==> config.mk <==
export PLATFORM = sky130hd
export DESIGN_NAME = tl_ul_port_buffer
export DESIGN_NICKNAME = d
export VERILOG_FILES = /design/src/rtl/tl_ul_port_buffer.sv
export SDC_FILE = /design/constraint.sdc
export NUM_CORES = 1
export LEC_CHECK = 0
export ABC_AREA = 1
export CORE_MARGIN = 8
export CORE_UTILIZATION = 40
export CTS_CLUSTER_SIZE = 16
export DETAILED_ROUTE_END_ITERATION = 8
export GPL_TIMING_DRIVEN = 0
export HOLD_SLACK_MARGIN = 0.05
export PLACE_DENSITY = 0.68
export SLEW_MARGIN = 0
export SYNTH_ARGS = -nofsm -noshare
export SYNTH_HDL_FRONTEND = slang
export SYNTH_SLANG_ARGS = --single-unit
==> constraint.sdc <==
create_clock -name clock -period 2.95 [get_ports clock]
set_clock_uncertainty 0.1 [all_clocks]
set_input_delay 0.295 -clock clock [delete_from_list [all_inputs] [get_ports clock]]
set_output_delay 0.295 -clock clock [all_outputs]
set_load 0.03 [all_outputs]
==> src/rtl/tl_ul_port_buffer.sv <==
// tl_ul_port_buffer: registered TL-UL A/D buffer stage with independent
// channel FIFOs and an outstanding-request throttle with idle reporting.
module tl_ul_port_buffer #(
    parameter int A_DEPTH = 2,
    parameter int D_DEPTH = 2,
    parameter int ADDR_W  = 15,
    parameter int SRC_W   = 2,
    parameter int MAX_OUT = 2
) (
    input  logic              clock,
    input  logic              reset,
    input  logic              a_in_valid,
    output logic              a_in_ready,
    input  logic [2:0]        a_in_opcode,
    input  logic [2:0]        a_in_param,
    input  logic [2:0]        a_in_size,
    input  logic [SRC_W-1:0]  a_in_source,
    input  logic [ADDR_W-1:0] a_in_address,
    input  logic [3:0]        a_in_mask,
    input  logic [31:0]       a_in_data,
    input  logic              a_in_corrupt,
    output logic              a_out_valid,
    input  logic              a_out_ready,
    output logic [2:0]        a_out_opcode,
    output logic [2:0]        a_out_param,
    output logic [2:0]        a_out_size,
    output logic [SRC_W-1:0]  a_out_source,
    output logic [ADDR_W-1:0] a_out_address,
    output logic [3:0]        a_out_mask,
    output logic [31:0]       a_out_data,
    output logic              a_out_corrupt,
    input  logic              d_in_valid,
    output logic              d_in_ready,
    input  logic [2:0]        d_in_opcode,
    input  logic [2:0]        d_in_param,
    input  logic [2:0]        d_in_size,
    input  logic [SRC_W-1:0]  d_in_source,
    input  logic              d_in_denied,
    input  logic [31:0]       d_in_data,
    input  logic              d_in_corrupt,
    output logic              d_out_valid,
    input  logic              d_out_ready,
    output logic [2:0]        d_out_opcode,
    output logic [2:0]        d_out_param,
    output logic [2:0]        d_out_size,
    output logic [SRC_W-1:0]  d_out_source,
    output logic              d_out_denied,
    output logic [31:0]       d_out_data,
    output logic              d_out_corrupt,
    output logic              idle
);
    localparam int AW  = 9 + SRC_W + ADDR_W + 4 + 32 + 1;
    localparam int DW  = 9 + SRC_W + 1 + 32 + 1;
    localparam int APW = $clog2(A_DEPTH);
    localparam int ACW = $clog2(A_DEPTH + 1);
    localparam int DPW = $clog2(D_DEPTH);
    localparam int DCW = $clog2(D_DEPTH + 1);
    localparam int OCW = $clog2(MAX_OUT + 1);

    logic [AW-1:0]  a_mem_q [A_DEPTH];
    logic [APW-1:0] a_wptr_q, a_wptr_d, a_rptr_q, a_rptr_d;
    logic [ACW-1:0] a_cnt_q, a_cnt_d;
    logic [DW-1:0]  d_mem_q [D_DEPTH];
    logic [DPW-1:0] d_wptr_q, d_wptr_d, d_rptr_q, d_rptr_d;
    logic [DCW-1:0] d_cnt_q, d_cnt_d;
    logic [OCW-1:0] out_cnt_q, out_cnt_d;
    logic           a_push, a_pop, d_push, d_pop;

    assign a_in_ready  = (a_cnt_q != ACW'(A_DEPTH)) && !reset;
    assign d_in_ready  = (d_cnt_q != DCW'(D_DEPTH)) && !reset;
    // Throttle holds A back while MAX_OUT requests await their responses
    assign a_out_valid = (a_cnt_q != '0) && (out_cnt_q != OCW'(MAX_OUT));
    assign d_out_valid = (d_cnt_q != '0);
    assign a_push      = a_in_valid && a_in_ready;
    assign d_push      = d_in_valid && d_in_ready;
    assign a_pop       = a_out_valid && a_out_ready;
    assign d_pop       = d_out_valid && d_out_ready;
    assign idle        = (a_cnt_q == '0) && (d_cnt_q == '0) && (out_cnt_q == '0);

    assign {a_out_opcode, a_out_param, a_out_size, a_out_source,
            a_out_address, a_out_mask, a_out_data, a_out_corrupt} = a_mem_q[a_rptr_q];
    assign {d_out_opcode, d_out_param, d_out_size, d_out_source,
            d_out_denied, d_out_data, d_out_corrupt} = d_mem_q[d_rptr_q];

    always_comb begin
        a_wptr_d  = a_push ? a_wptr_q + APW'(1) : a_wptr_q;
        a_rptr_d  = a_pop ? a_rptr_q + APW'(1) : a_rptr_q;
        d_wptr_d  = d_push ? d_wptr_q + DPW'(1) : d_wptr_q;
        d_rptr_d  = d_pop ? d_rptr_q + DPW'(1) : d_rptr_q;
        a_cnt_d   = a_cnt_q;
        d_cnt_d   = d_cnt_q;
        out_cnt_d = out_cnt_q;
        case ({a_push, a_pop})
            2'b10:   a_cnt_d = a_cnt_q + ACW'(1);
            2'b01:   a_cnt_d = a_cnt_q - ACW'(1);
            default: a_cnt_d = a_cnt_q;
        endcase
        case ({d_push, d_pop})
            2'b10:   d_cnt_d = d_cnt_q + DCW'(1);
            2'b01:   d_cnt_d = d_cnt_q - DCW'(1);
            default: d_cnt_d = d_cnt_q;
        endcase
        // A response with nothing outstanding saturates instead of wrapping
        case ({a_pop, d_pop})
            2'b10:   out_cnt_d = out_cnt_q + OCW'(1);
            2'b01:   out_cnt_d = (out_cnt_q != '0) ? out_cnt_q - OCW'(1) : '0;
            default: out_cnt_d = out_cnt_q;
        endcase
    end

    always_ff @(posedge clock) begin
        if (reset) begin
            for (int i = 0; i < A_DEPTH; i++) a_mem_q[i] <= '0;
            for (int i = 0; i < D_DEPTH; i++) d_mem_q[i] <= '0;
            a_wptr_q  <= '0;
            a_rptr_q  <= '0;
            a_cnt_q   <= '0;
            d_wptr_q  <= '0;
            d_rptr_q  <= '0;
            d_cnt_q   <= '0;
            out_cnt_q <= '0;
        end else begin
            if (a_push) begin
                a_mem_q[a_wptr_q] <= {a_in_opcode, a_in_param, a_in_size, a_in_source,
                                      a_in_address, a_in_mask, a_in_data, a_in_corrupt};
            end
            if (d_push) begin
                d_mem_q[d_wptr_q] <= {d_in_opcode, d_in_param, d_in_size, d_in_source,
                                      d_in_denied, d_in_data, d_in_corrupt};
            end
            a_wptr_q  <= a_wptr_d;
            a_rptr_q  <= a_rptr_d;
            a_cnt_q   <= a_cnt_d;
            d_wptr_q  <= d_wptr_d;
            d_rptr_q  <= d_rptr_d;
            d_cnt_q   <= d_cnt_d;
            out_cnt_q <= out_cnt_d;
        end
    end

    a_no_orphan_d: assert property (@(posedge clock) disable iff (reset)
        d_pop |-> (out_cnt_q != '0));

endmodule

==> results of run 1 <==
-- Yosys cell counts, drive strengths merged --
library cell,number
a21oi,6
buf,33
dfxtp,12
edfxtp,216
ha,6
inv,132
mux2,108
nand2,24
nand3,5
nand4,5
nor2,233
o21a,1
o21ai,6
-- registers in the layout (all words and copies together), names as in the netlist, named ones only --
| signal | cells |
|---|---|
| d_wptr_q | 1 |
| out_cnt_q | 2 |
| a_rptr_q | 1 |
| d_rptr_q | 1 |
| d_mem_q | 90 |
| a_cnt_q | 2 |
| d_cnt_q | 2 |
| a_mem_q | 126 |
| a_wptr_q | 1 |
-- cell usage in the layout (no fill, tap or decap), types with 2 or more instances in the layout --
cell type	count
nand2_1	20
buf_6	20
nor2_2	12
ha_1	6
clkinv_2	4
buf_16	3
nand4_4	2
clkbuf_1	5
nor2_1	221
buf_2	13
a21oi_1	4
nand3_1	3
a21oi_4	2
edfxtp_1	216
o21ai_0	6
mux2_2	108
inv_1	130
dfxtp_1	12
clkinv_1	5
nand2_4	2
nand3_4	2
clkbuf_16	25
clkdlybuf4s50_1	226
nand4_1	3
nand2_2	2
bufinv_16	4
-- final cells by class --
| class | count | area, sq um | share of cell area, % |
|---|---|---|---|
| inverters | 132 | 498 | 3.66 |
| clock inverters | 15 | 175 | 1.29 |
| plain buffers | 33 | 290 | 2.13 |
| repair buffers | 230 | 2360 | 17.4 |
| multi-input cells | 394 | 2510 | 18.4 |
| well taps | 330 | 413 | 3.03 |
| clock buffers | 30 | 644 | 4.73 |
| flip-flops and latches | 228 | 6730 | 49.4 |
-- path summary, 6_finish.rpt --
kind,slack (ns),depth (start not counted),start,end
worst max-delay path,0.13,4,register,a_out_source[0]
worst min-delay path,0.34,3,a_in_address[11],a_mem_q[0][48]$_SDFFCE_PN0P_
worst max register to register,0.83,5,d_cnt_q[0]$_SDFFE_PP0P_,d_mem_q[1][39]$_SDFFCE_PN0P_
worst min register to register,0.40,2,d_rptr_q$_SDFFE_PP0P_,d_rptr_q$_SDFFE_PP0P_
-- power by group through the flow --
stage | Clock [uW] | Sequential (uW) | Combinational (uW)
finish | 3100 | 3900 | 2200
global route | 3310 | 3920 | 2350
CTS | 3180 | 3900 | 2240
detailed placement | 0 | 3970 | 2220
global placement | 0 | 3970 | 2200
floorplan | 0 | 3950 | 1330
-- stage by stage --
stage	TNS [ns]	area (sq um)	cells
final	0	13600	1392
after global routing	0	13600	1392
after floorplan	0	10000	787
after global placement	-111.62	12700	1343
after detailed placement	0	12800	1347
after CTS	0	13600	1392
-- worst max-delay path, stage by stage, from the launching register on --
cell and delay (ns):
dfxtp_1 0.32, buf_2 0.27, buf_2 0.32, mux2_2 0.37
clkdlybuf4s50_1 0.63
-- routing by layer --
layer	vias to the layer above	global-route usage (%)	part of all wire [%]
li1	3102	-	-
met1	2951	17.9	42
met2	199	23.5	46
met3	26	6.31	11
met4	0	2.49	1.0
met5	-	0	0
-- cells by family after synthesis --
family	after synthesis	synth area share [%]
AOI/OAI and AO/OA	13	0.900
adders and majority gates	6	0.750
buffers and inverters	165	7.88
DFF	228	67.2
muxes	108	12.2
and+or+nand+nor	267	11.1
==> results.txt, run 1 <==
----------------------------------------------------
[Outcome]
  Outcome ... finished, final reports clean

[Critical path]
  Critical Path Source Type ... register
  Maximum fanout count along the critical path ... 10
  Critical path class ... reg2out
  Arrival time of the worst setup path ... between 2 and 2.5 ns
  Kind of end point of the critical path ... output port
  Critical path data required time ... 2.56 ns

[Synth]
  Proportion of netlist area held by the largest area contributor ... between 60% and 70%
  Count of mapped cells out of synthesis ... ~790
  Post-synthesis instance area ... between 10,000 and 15,000 sq um
  Largest area contributor in the synthesized netlist ... edfxtp_1
  Number of synthesized register bits ... about 230
  Net Count, Synth ... around 910
  Yosys warns ... 0
  Number of unique standard cell types used by synthesis ... 21
  Dominant cells by area after synthesis ... edfxtp_1 (65%), mux2_2 (12%), nor2_1 (8.3%)
  Portion of the post-synthesis area used by sequential elements ... between 60 and 70%
  Synthesized area per cell ... 12.7 sq um

[STA]
  Total setup violations reported at the end of the flow ... 0
  Slew of the pin with the lowest slew margin ... between 0.7 and 0.8 ns
  Final hold violation count ... 0
  Worst hold-check slack ... ~0.34 ns
  Worst max-slew margin expressed relative to the limit ... ~52%
  Unrepaired setup endpoints after global routing ... no
  Max Transition Viols Final ... 0
  Min Tclk post-route ... ~2.8 ns
  Min setup slack post-route ... 0.128 ns
  Ratio of final minimum period to clock period ... a little over nine tenths
  Achievable Freq ... around 0.35 GHz

[Routing]
  Wire length reported by the detailed router ... between 20 and 25 mm
  Number of DRC violations after detailed-routing iteration 0 ... 394
  Wire per inst ... around 16 um
  Average vias per placed instance ... around 4.5
  Vias ... ~6,300
  Detailed-routing iteration count for the pre-antenna-repair pass ... 5
  DRT antenna net count ... 0
  Remaining design rule violation count ... 0

[Placed design]
  DP Wirelength ... 15.6 mm
  Port-buffer cells ... between 200 and 250
  Final Wtd Congestion ... 0.734
  Worst slack at placement ... between 0.2 and 0.3 ns

[Power and ir drop]
  Switching part of the total ... between 20% and 30%
  Relative contribution of the clock network to total power ... 33.7%
  Total power per unit cell area ... between 600 and 700 nW/um^2
  Combinational group share of total power ... between 20% and 30%
  Final total power ... 9200 uW
  Worst VDD drop ... around 0.00037 V
  Switching power ... roughly 2500 uW
  Pint ... about 6700 uW
  Sequential share of power ... approximately 42%
  Leakage power total ... about 0.0056 uW

[Global routing]
  Gr ovfl total ... 0
  Vias in the first global route ... between 6,000 and 7,000
  Tot GR Track Use ... 14.5%
  Initial antenna violation count ... 0
  Maximum number of pins on one net before global-route repair ... approximately 60
  Wire length of the first global-routing pass ... roughly 35 mm

[Layout]
  N_diodes ... 0
  Fraction of final layout cells with drive strength greater than 1 ... between 10% and 20%
  Final Util ... 54.7%
  Number of filler instances in the final layout ... 2,114
  Synth-to-layout area growth ... 36.1%
  Final-stage net count ... 1,164

[Die]
  Die height ... 174 um
  Chip width ... 174 um
  Starting density of the core ... 40.2%
  Total Die Area ... 30,300 sq um
  Row count ... 58
  Total core area ... between 20,000 and 25,000 sq um
  I/O pin cnt ... roughly 230

[Clocking]
  CTS tree ... built
  Num CTS Buffers ... 25
  Post-CTS Hold Buffers ... 0
  Clock transition at the registers of the reported paths ... approximately 0.060 ns
  Clock Sink Count ... between 200 and 250
  Worst-Skew Late Latency ... 0.51 ns
  Deepest clock path buffer count ... 3
  Buffers inserted during post-CTS setup optimization ... 0
  Max H-tree Level ... 1
  Root buffer selected by CTS ... clkbuf_16
  Number of gates resized after CTS ... 0

[Worst hold path]
  Worst Hold Class ... in2reg

[Job]
  Max-cap violation count ... 0

----------------------------------------------------
Power figures use the tool's default switching activity.
==> run 2: changes to the inputs <==
GPL_TIMING_DRIVEN = unset   (was 0)
==> results.txt, run 2 (synthesis gave the netlist of run 1 again) <==
----------------------------------------------------
[Global routing]
  Top Usage Layer GRT ... met2
  Gr ovfl total ... 0
  Maximum number of pins on one net before global-route repair ... 65
  Initial antenna violation count ... 0
  Wire length of the first global-routing pass ... around 34 mm
  Met2 demand-to-capacity share in global routing ... 22.2%
  Met3 capacity usage during global routing ... around 6.2%
  Tot GR Track Use ... 13.9%
  Vias in the first global route ... approximately 6,400
  GRT met1 Usage ... between 15 and 20%

[Clocking]
  CTS tree ... built
  Clock transition at the registers of the reported paths ... around 0.060 ns
  Num CTS Buffers ... 24
  Number of gates resized after CTS ... 0
  Deepest clock path buffer count ... 3
  Buffers inserted during post-CTS setup optimization ... 0
  Post-CTS Hold Buffers ... 0
  Root buffer selected by CTS ... clkbuf_16
  Clock Sink Count ... between 200 and 250
  Max H-tree Level ... 1
  Worst-Skew Late Latency ... approximately 0.50 ns

[STA]
  Ratio of final minimum period to clock period ... just over 90%
  Min Tclk post-route ... roughly 2.8 ns
  Setup TNS ... 0 ns
  Max Transition Viols Final ... 0
  Achievable Freq ... ~0.36 GHz
  Final hold violation count ... 0
  Unrepaired setup endpoints after global routing ... no
  Total setup violations reported at the end of the flow ... 0
  Worst max-slew margin expressed relative to the limit ... between 40% and 50%
  Slew of the pin with the lowest slew margin ... between 0.7 and 0.8 ns

[Critical path]
  Kind of end point of the critical path ... output port
  Maximum fanout count along the critical path ... 14
  Critical path class ... reg2out
  Critical path data required time ... approximately 2.6 ns
  Critical Path Source Type ... register
  Arrival time of the worst setup path ... ~2.4 ns

[Layout]
  Commonest non-fill, non-tap cells in the layout ... clkdlybuf4s50_1 (226), nor2_1 (221), edfxtp_1 (216), inv_1 (130), mux2_2 (108)
  N_diodes ... 0
  Commonest non-fill, non-tap cell in the layout ... clkdlybuf4s50_1
  Number of filler instances in the final layout ... 2,146
  Summed area of non-filler cells in the final layout ... ~13,000 sq um
  Largest registers ... a_mem_q x126, d_mem_q x90
  Final-stage net count ... between 1,000 and 1,500
  Fraction of final layout cells with drive strength greater than 1 ... 17.2%
  Final cell count without fillers ... around 1,400
  Number of flip-flops in the largest register ... 126
  Largest register by flop count ... a_mem_q
  Synth-to-layout area growth ... 33.6%

[Power and ir drop]
  Worst VDD drop ... approximately 0.00040 V
  Total power per unit cell area ... 669 nW/um^2
  Leakage power total ... between 0.005 and 0.006 uW

[Routing]
  Vias ... approximately 6,300
  Number of DRC violations after detailed-routing iteration 0 ... 386
  Average vias per placed instance ... ~4.6
  Detailed-routing iteration count for the pre-antenna-repair pass ... 5
  DRT antenna net count ... 0
  Remaining design rule violation count ... 0
  Wire length reported by the detailed router ... about 22 mm
  Wire per inst ... between 15 and 20 um

[Placed design]
  Dpl cell area ... about 13,000 sq um
  DP Wirelength ... ~14 mm
  Total instance count after detailed placement ... 1,324
  Port-buffer cells ... approximately 230
  Final Wtd Congestion ... about 0.74

[Die]
  Chip width ... between 150 and 200 um
  Total core area ... 24,900 sq um
  I/O pin cnt ... roughly 230
  Die height ... roughly 170 um
  Row count ... 58
  Total Die Area ... 30,300 sq um
  Starting density of the core ... between 40 and 50%

[Outcome]
  Outcome ... finished, final reports clean

[Job]
  Max-cap violation count ... 0

[Worst hold path]
  Worst Hold Class ... in2reg

----------------------------------------------------
[run 2: cell types whose count changed in the layout (fill, tap and decap cells not counted), moves of 2 or more]
cell / change
nand2_2: +2
dfxtp_2: +2
nand2_4: -2
dfxtp_1: -2
buf_12: +8
buf_6: -20
clkinv_1: +2
buf_2: -13
buf_4: +5
buf_16: -3
clkinv_2: -3
bufinv_16: -2
[run 2: final timing paths]
check	cells past startpoint	slack, ns	startpoint	to
setup / recovery	3	0.19	register	d_out_data[7]
hold reg to reg	2	0.40	d_rptr_q$_SDFFE_PP0P_	d_rptr_q$_SDFFE_PP0P_
setup reg to reg	4	1.18	a_cnt_q[1]$_SDFFE_PP0P_	a_mem_q[0][37]$_SDFFCE_PN0P_
hold / removal	3	0.35	d_in_data[6]	d_mem_q[1][7]$_SDFFCE_PN0P_
[run 2: worst max-delay path: stages, from the launching register on]
cell and delay (ns):
dfxtp_2 0.59, buf_4 0.28, mux2_2 0.35, clkdlybuf4s50_1 0.63
[run 2: metal layers]
layer  part of all wire [%]  wire (um)
met1                     42       9190
met2                     46       9910
met3                     10       2270
met4                    1.7        377
met5                      0          0
[run 2: cell type report]
class | instances | area, sq um | share of cell area [%]
clock inverter | 13 | 124 | 0.927
sequential | 228 | 6730 | 50.4
tap | 330 | 413 | 3.09
multi-input combinational | 394 | 2500 | 18.7
inverter | 132 | 498 | 3.73
timing repair buffer | 240 | 2480 | 18.6
clock buffer | 30 | 623 | 4.66
[run 2: metrics by stage]
step / setup WS, ns / total power [uW] / utilization (%) / hold slack (ns)
floorplan: 0.393 / 5290 / - / 0.350
global placement: 0.670 / 6150 / 50.7 / 0.377
detailed placement: 0.655 / 6180 / 50.7 / 0.397
CTS: 0.147 / 9060 / 53.7 / 0.323
global route: 0.0951 / 9320 / 53.7 / 0.331
finish: 0.195 / 8940 / 53.7 / 0.349
[run 2: power by group]
part,switching [uW],leakage (uW),internal [uW]
clock network,1180,0.000357,1670
registers,102,0.00236,3830
logic,1200,0.00275,961
==> run 3: changes to the inputs <==
CORE_MARGIN = 2   (was 8)
==> results.txt, run 3 (synthesis gave the netlist of run 1 again) <==
----------------------------------------------------
[Layout]
  Multi-input combinational cell area ... around 2500 sq um
  Largest register by flop count ... a_mem_q
  Synth-to-layout area growth ... 35.1%
  Final-stage net count ... ~1,100
  Largest registers ... a_mem_q x126, d_mem_q x90
  N_diodes ... 0
  Commonest non-fill, non-tap cells in the layout ... clkdlybuf4s50_1 (226), nor2_1 (221), edfxtp_1 (216), inv_1 (130), mux2_2 (108)
  Commonest non-fill, non-tap cell in the layout ... clkdlybuf4s50_1
  Number of flip-flops in the largest register ... between 100 and 150
  Final cell count without fillers ... 1,361
  FF/Latch Area ... 6730 sq um
  Number of filler instances in the final layout ... just over 2,000
  Fraction of final layout cells with drive strength greater than 1 ... approximately 18%

[Die]
  I/O pin cnt ... between 200 and 250
  Chip width ... ~160 um
  Total Die Area ... approximately 26,000 sq um
  Row count ... 57
  Total core area ... 24,500 sq um
  Die height ... about 160 um
  Starting density of the core ... roughly two fifths

[Placed design]
  Final Wtd Congestion ... approximately 0.72
  Total instance count after detailed placement ... 1,315
  DP Wirelength ... roughly 13 mm
  Port-buffer cells ... ~230

[Clocking]
  Root buffer selected by CTS ... clkbuf_16
  Clock transition at the registers of the reported paths ... ~0.060 ns
  Clock Sink Count ... 228
  Num CTS Buffers ... 25
  CTS tree ... built
  Number of gates resized after CTS ... 0
  Post-CTS Hold Buffers ... 0
  Worst-Skew Late Latency ... ~0.51 ns
  Max H-tree Level ... 1
  Buffers inserted during post-CTS setup optimization ... 0
  Deepest clock path buffer count ... 3

[Routing]
  Detailed-routing iteration count for the pre-antenna-repair pass ... 4
  Remaining design rule violation count ... 0
  Average vias per placed instance ... roughly 4.6
  Wire length reported by the detailed router ... approximately 21 mm
  Vias ... around 6,200
  Top metal layer carrying routed signals ... met5
  Routed length on met2 ... ~9.8 mm
  Wire per inst ... between 15 and 20 um
  Post-route met1 wirelength ... between 8 and 9 mm
  Metal3 WL ... about 1.9 mm
  Number of DRC violations after detailed-routing iteration 0 ... roughly 360
  DRT antenna net count ... 0

[Critical path]
  Critical path class ... reg2out
  Arrival time of the worst setup path ... about 2.3 ns
  Critical Path Source Type ... register
  Kind of end point of the critical path ... output port
  Maximum fanout count along the critical path ... 63
  Critical path data required time ... between 2 and 3 ns

[Job]
  Max-cap violation count ... 0

[STA]
  Ratio of final minimum period to clock period ... 89.8%
  Final hold violation count ... 0
  Worst max-slew margin expressed relative to the limit ... roughly half
  Unrepaired setup endpoints after global routing ... no
  Min Tclk post-route ... 2.65 ns
  Total setup violations reported at the end of the flow ... 0
  Setup TNS ... 0 ns
  Achievable Freq ... 0.377 GHz
  Slew of the pin with the lowest slew margin ... about 0.76 ns
  Max Transition Viols Final ... 0

[Global routing]
  Vias in the first global route ... between 6,000 and 7,000
  Wire length of the first global-routing pass ... ~32 mm
  Gr ovfl total ... 0
  Initial antenna violation count ... 1
  Tot GR Track Use ... 15.3%
  Maximum number of pins on one net before global-route repair ... 65

[Power and ir drop]
  Worst VDD drop ... 0.000387 V
  Total power per unit cell area ... 706 nW/um^2
  Final total power ... 9540 uW
  Leakage power total ... between 0.005 and 0.006 uW

[Outcome]
  Outcome ... finished, final reports clean

[Worst hold path]
  Worst Hold Class ... in2reg

----------------------------------------------------
-- run 3: cell types whose count changed in the layout (fill, tap and decap cells not counted), sizes merged --
cell      delta
clkbuf       -4
inv          +1
clkinv       -2
buf          -3
clkinvlp     +2
bufinv       +6
-- run 3: final timing paths --
path	from	endpoint	slack, ns	cells after the start
min reg2reg	d_rptr_q$_SDFFE_PP0P_	register	0.40	2
min	a_in_address[13]	a_mem_q[0][50]$_SDFFCE_PN0P_	0.34	3
max	register	a_out_address[14]	0.30	3
max reg2reg	a_cnt_q[1]$_SDFFE_PP0P_	a_mem_q[0][45]$_SDFFCE_PN0P_	1.21	4
-- run 3: layout make-up --
cell class | instances | area share, %
clock inverter | 20 | 2.29
inverter | 132 | 3.69
sequential | 228 | 49.8
tap | 324 | 3.00
timing repair buffer | 237 | 18.1
clock buffer | 26 | 4.66
multi-input combinational | 394 | 18.5
-- run 3: report_power, final --
part / total (uW) / switching [uW] / internal, uW / leakage (uW)
clock network: 3490 / 1240 / 2250 / 0.000447
registers: 3900 / 73.6 / 3830 / 0.00236
logic: 2150 / 1210 / 940 / 0.00273
-- run 3: worst max-delay path, stage by stage, from the launching register on --
cell and delay [ns]:
dfxtp_2 0.34, buf_12 0.31, mux2_2 0.39, clkdlybuf4s50_1 0.64
-- run 3: routing by layer --
metal	up-vias	track usage [%]
met5	-	0
met4	2	3.30
met3	24	5.69
met2	184	25.8
met1	2977	18.7
li1	3051	-
-- run 3: through the flow --
| stage | hold slack, ns | setup WS (ns) | cell area [sq um] | util [%] |
|---|---|---|---|---|
| finish | 0.345 | 0.300 | 13500 | 55.2 |
| CTS | 0.325 | 0.280 | 13500 | 55.2 |
| global placement | 0.378 | 0.655 | 12600 | 51.4 |
| global route | 0.336 | 0.230 | 13500 | 55.2 |
| detailed placement | 0.392 | 0.620 | 12600 | 51.4 |
| floorplan | 0.350 | 0.393 | 10000 | - |
